$ cat src/rtl/instr_encoder.sv
// Packs instruction fields into a 32-bit word and buffers it in a small valid/ready FIFO.
// Optional macro INSTR_COUNT_EN adds a 16-bit running count of accepted pushes (enc_count).
module instr_encoder #(
    parameter int unsigned DEPTH = 4,
    parameter int unsigned PTR_W = 2
) (
    input  logic               clk,
    input  logic               rst_n,
    input  logic               in_valid,
    output logic               in_ready,
    input  logic [1:0]         bc,
    input  logic               ct,
    input  logic [4:0]         opcode,
    input  logic [4:0]         rd,
    input  logic [4:0]         rs1,
    input  logic [4:0]         rs2,
    input  logic [13:0]        immediate,
    input  logic [18:0]        jump_immediate,
    input  logic [23:0]        system_op,
    input  logic               flush,
    output logic               out_valid,
    input  logic               out_ready,
    output logic [31:0]        out_instr,
`ifdef INSTR_COUNT_EN
    output logic [15:0]        enc_count,
`endif
    output logic [PTR_W:0]     count
);

    localparam int unsigned CNT_W = PTR_W + 1;

    logic [31:0]      mem [DEPTH];
    logic [PTR_W-1:0] wr_ptr;
    logic [PTR_W-1:0] rd_ptr;
    logic [31:0]      packed_word;
    logic             push;
    logic             pop;

    // Field packing; fields outside the selected format never reach the word.
    always_comb begin
        packed_word        = '0;
        packed_word[31:30] = bc;
        packed_word[29]    = ct;
        packed_word[28:24] = opcode;
        case (bc)
            2'b00: begin
                packed_word[23:19] = rd;
                packed_word[18:14] = rs1;
                packed_word[13:9]  = rs2;
            end
            2'b01: begin
                packed_word[23:19] = rd;
                packed_word[18:14] = rs1;
                packed_word[13:0]  = immediate;
            end
            2'b10: begin
                packed_word[23:19] = rd;
                packed_word[18:0]  = jump_immediate;
            end
            default: packed_word[23:0] = system_op;
        endcase
    end

    assign in_ready  = (count != CNT_W'(DEPTH));
    assign out_valid = (count != '0);
    assign out_instr = mem[rd_ptr];
    assign push      = in_valid && in_ready && !flush;
    assign pop       = out_valid && out_ready && !flush;

    always_ff @(posedge clk or negedge rst_n) begin
        if (!rst_n) begin
            wr_ptr <= '0;
            rd_ptr <= '0;
            count  <= '0;
            for (int i = 0; i < DEPTH; i++) begin
                mem[i] <= '0;
            end
        end else if (flush) begin
            wr_ptr <= '0;
            rd_ptr <= '0;
            count  <= '0;
        end else begin
            if (push) begin
                mem[wr_ptr] <= packed_word;
                wr_ptr      <= wr_ptr + PTR_W'(1);
            end
            if (pop) begin
                rd_ptr <= rd_ptr + PTR_W'(1);
            end
            case ({push, pop})
                2'b10:   count <= count + CNT_W'(1);
                2'b01:   count <= count - CNT_W'(1);
                default: count <= count;
            endcase
        end
    end

`ifdef INSTR_COUNT_EN
    // Lifetime push counter; survives flush, wraps naturally.
    always_ff @(posedge clk or negedge rst_n) begin
        if (!rst_n) begin
            enc_count <= '0;
        end else if (push) begin
            enc_count <= enc_count + 16'd1;
        end
    end
`endif

endmodule
$ cat config.mk
export PLATFORM = sky130hd
export DESIGN_NAME = instr_encoder
export DESIGN_NICKNAME = d
export VERILOG_FILES = /design/src/rtl/instr_encoder.sv
export SDC_FILE = /design/constraint.sdc
export NUM_CORES = 1
export LEC_CHECK = 0
export ABC_CLOCK_PERIOD_IN_PS = 2100
export BUFFER_PORTS_ARGS = -buffer_cell sky130_fd_sc_hd__buf_2
export CORE_UTILIZATION = 51
export DETAILED_ROUTE_END_ITERATION = 8
export HOLD_SLACK_MARGIN = 0.06
export PLACE_DENSITY_LB_ADDON = 0.15
export REMOVE_ABC_BUFFERS = 1
export SETUP_SLACK_MARGIN = 0.3
export SLEW_MARGIN = 20
export SYNTH_ARGS = -nofsm -noshare
export SYNTH_HDL_FRONTEND = slang
export SYNTH_SLANG_ARGS = --single-unit
$ cat constraint.sdc
create_clock -name clk -period 2.1 [get_ports clk]
set_input_delay 0.63 -clock clk [delete_from_list [all_inputs] [get_ports clk]]
set_output_delay 0.63 -clock clk [all_outputs]
set_load 0.02 [all_outputs]
==> run_results.csv <==
group,metric,value,unit
min_path,hp-class,"in2async",
grt,groute.usage.overall,0.235,
synth,ys.flop_type,"dfrtp_1",
clocking,clkLatencyLatePin,0.42,ns
synth,synth_cell_type_count,37,
worst_setup_path,critPathArrivalTime,1.81,ns
finish,layout_commonest_cell,"dfrtp_1",
floorplanning,die_w,116,µm
finish,final_area,9630,µm²
floorplanning,die_h,116,µm
grt,grt_max_degree,59,
worst_setup_path,critPathCaptureType,"output port",
finish,nets,693,
power,vdd_drop_max,654,µV
clocking,cts_buffer_depth,2,
synth,async_flop_share,1.00,
worst_setup_path,crit_chain,"buf_12, clkbuf_16, mux4_2, buf_6",
worst_setup_path,cp_slowest_cell,"mux4_2",
clocking,cts_buffers,17,
floorplanning,ios,122,
power,power,0.0106,W
detailed_routing,drt-wirelength-per-cell,23.8,µm
placed_design,hpwl,9550,µm
sta,min_period,2.44,ns
sta,slew_violations,0,
sta,finalHoldViolCount,0,
sta,rsz0062_at_grt,"true",
detailed_routing,drc_errors,0,
sta,max_slew_margin,0.402,
sta,post-route-worst-setup-slack,-0.343,ns
floorplanning,initial_core_util,0.527,
synth,synth_edf_count,0,
placed_design,portBuffers,121,
floorplanning,dieArea,13600,µm²
worst_setup_path,critPathBufInv,3,
worst_setup_path,max_stage_delay,0.53,ns
finish,num_antenna_cells,0,
clocking,clkSinkCount,135,
detailed_routing,ant_nets,0,
finish,nFillCells,752,
synth,yosysSeqAreaShare,0.506,
synth,ys_ff_latch,135,
power,power.density,1100,nW/µm²
detailed_routing,first_pass_iters,4,
placed_design,gp_congestion,0.774,
finish,multi_input_area,3580,µm²
clocking,h-tree-depth,4,
power,p_leak,4.81,nW
sta,period_share,1.16,
detailed_routing,vias_per_cell,5.75,
clocking,clk_pin_slew,0.06,ns
synth,synth_cells,428,
detailed_routing,drt-total-wl,18800,µm
clocking,root_buffer,"clkbuf_16",
sta,fmax,0.409,GHz
outcome,failed_checks,"setup timing",
synth,yosys_warnings,0,
worst_setup_path,critical_path_class,"reg2out",
sta,setup_viol,32,
worst_setup_path,start_kind,"register",
worst_setup_path,worst_ep_required_time,1.47,ns
sta,worstMarginPinSlew,0.896,ns
sta,finClkSkew,0.00582,ns
clocking,cts_tree,"done",
finish,regArea,3380,µm²
placed_design,place_area,7670,µm²
detailed_routing,drtIter0Drc,244,
job,cap_violations,0,
synth,synthesis.area,6680,µm²
grt,grt_pass1_wl,23200,µm
outcome,status,"finished with violations",
grt,grt_overflow,0,
finish,layout_common_cells,"dfrtp_1, mux2_4, buf_2, buf_6, mux4_2",
floorplanning,core,12700,µm²
detailed_routing,num_vias,4528,
finish,drive_gt1_frac,0.675,
synth,syn_area_per_cell,15.6,µm²
grt,antenna_found_initial,0,
grt,grt_pass1_vias,4520,
worst_setup_path,cp.depth,4,
floorplanning,num_rows,41,
finish,synthToLayoutAreaGrowth,44.3,%
worst_setup_path,critPathTopFamily,"multiplexers",
worst_setup_path,rr_worst_depth,10,
worst_setup_path,worst-path-max-fanout,8,
-- stage by stage --
| stage | setup TNS [ns] | hold WS [ns] | util | std cells | setup slack (ns) |
|---|---|---|---|---|---|
| CTS | -9.07 | 0.202 | 0.666 | 758 | -0.311 |
| global route | -10.67 | 0.220 | 0.760 | 787 | -0.373 |
| floorplan | -21.65 | 0.334 | - | 395 | -0.669 |
| detailed placement | -1.28 | 0.478 | 0.605 | 718 | -0.202 |
| finish | -9.65 | 0.187 | 0.760 | 787 | -0.343 |
| global placement | 0 | 0.468 | 0.605 | 718 | 0.00767 |
-- logic make-up after synthesis --
family | share of synthesized area
flip-flops | 0.506
multiplexers | 0.374
buffers and inverters | 0.0405
adder cells (fa/ha/maj) | 0.0105
XOR/XNOR | 0.00394
AO/OA/AOI/OAI | 0.0334
AND/OR/NAND/NOR | 0.0321
-- where the power goes --
part / total [W] / internal [W] / switching (W)
sequential: 0.00387 / 0.00340 / 0.000471
clock: 0.00301 / 0.00190 / 0.00111
combinational: 0.00372 / 0.00232 / 0.00140
total: 0.0106 / 0.00761 / 0.00298
-- registers in the layout, summed over array words and instances, names as in the netlist --
signal	cells
mem	128
count	3
rd_ptr	2
wr_ptr	2
-- routing by layer --
layer / GRT usage / share of wire / routed length (µm)
met1: 0.292 / 0.42 / 7820
met2: 0.396 / 0.52 / 9670
met3: 0.0540 / 0.045 / 836
met4: 0.0974 / 0.022 / 420
met5: 0 / 0 / 0
-- area by class of cell --
cell class                      count  area share
Multi-Input combinational cell    254       0.371
Tap cell                          172      0.0223
Inverter                            6     0.00234
Clock buffer                       25      0.0525
Timing Repair Buffer              189       0.191
Clock inverter                      6     0.00922
Sequential cell                   135       0.351
-- cell usage after synthesis, drive strengths merged, types with 2 or more instances --
master,count,area (µm²)
buf,24,214
nand3,6,80.1
nand2b,2,12.5
mux4,37,833
clkbuf,9,33.8
mux2,143,1610
nor2,10,37.5
nor3,2,10.0
nor3b,2,20.0
nor2b,2,20.0
a21oi,10,50.1
a22o,9,78.8
o21ai,3,15.0
ha,4,50.1
mux2i,5,50.1
inv,6,22.5
and3b,2,17.5
o22ai,3,18.8
dfrtp,135,3380
xor2,3,26.3
-- final timing paths --
path | to | start | slack (ns)
min | mem[121] | rst_n | 0.19
max in group asynchronous | mem[0] | rst_n | 1.32
max reg2reg | count[1] | count[1] | 0.09
max | out_instr[30] | rd_ptr[0] | -0.34
min reg2reg | mem[92] | mem[92] | 0.50
min in group clk | mem[24] | opcode[0] | 0.49
-- repair_timing --
item / 4_1_cts / 5_1_grt
pin swaps: 6 / 7
setup buffers: 9 / 9
hold buffers: 0 / 0
endpoints found under the setup margin: 36 / 167
resized for setup: 26 / 190
cloned: 0 / 20
No activity file was read; power rests on OpenSTA's default activity.
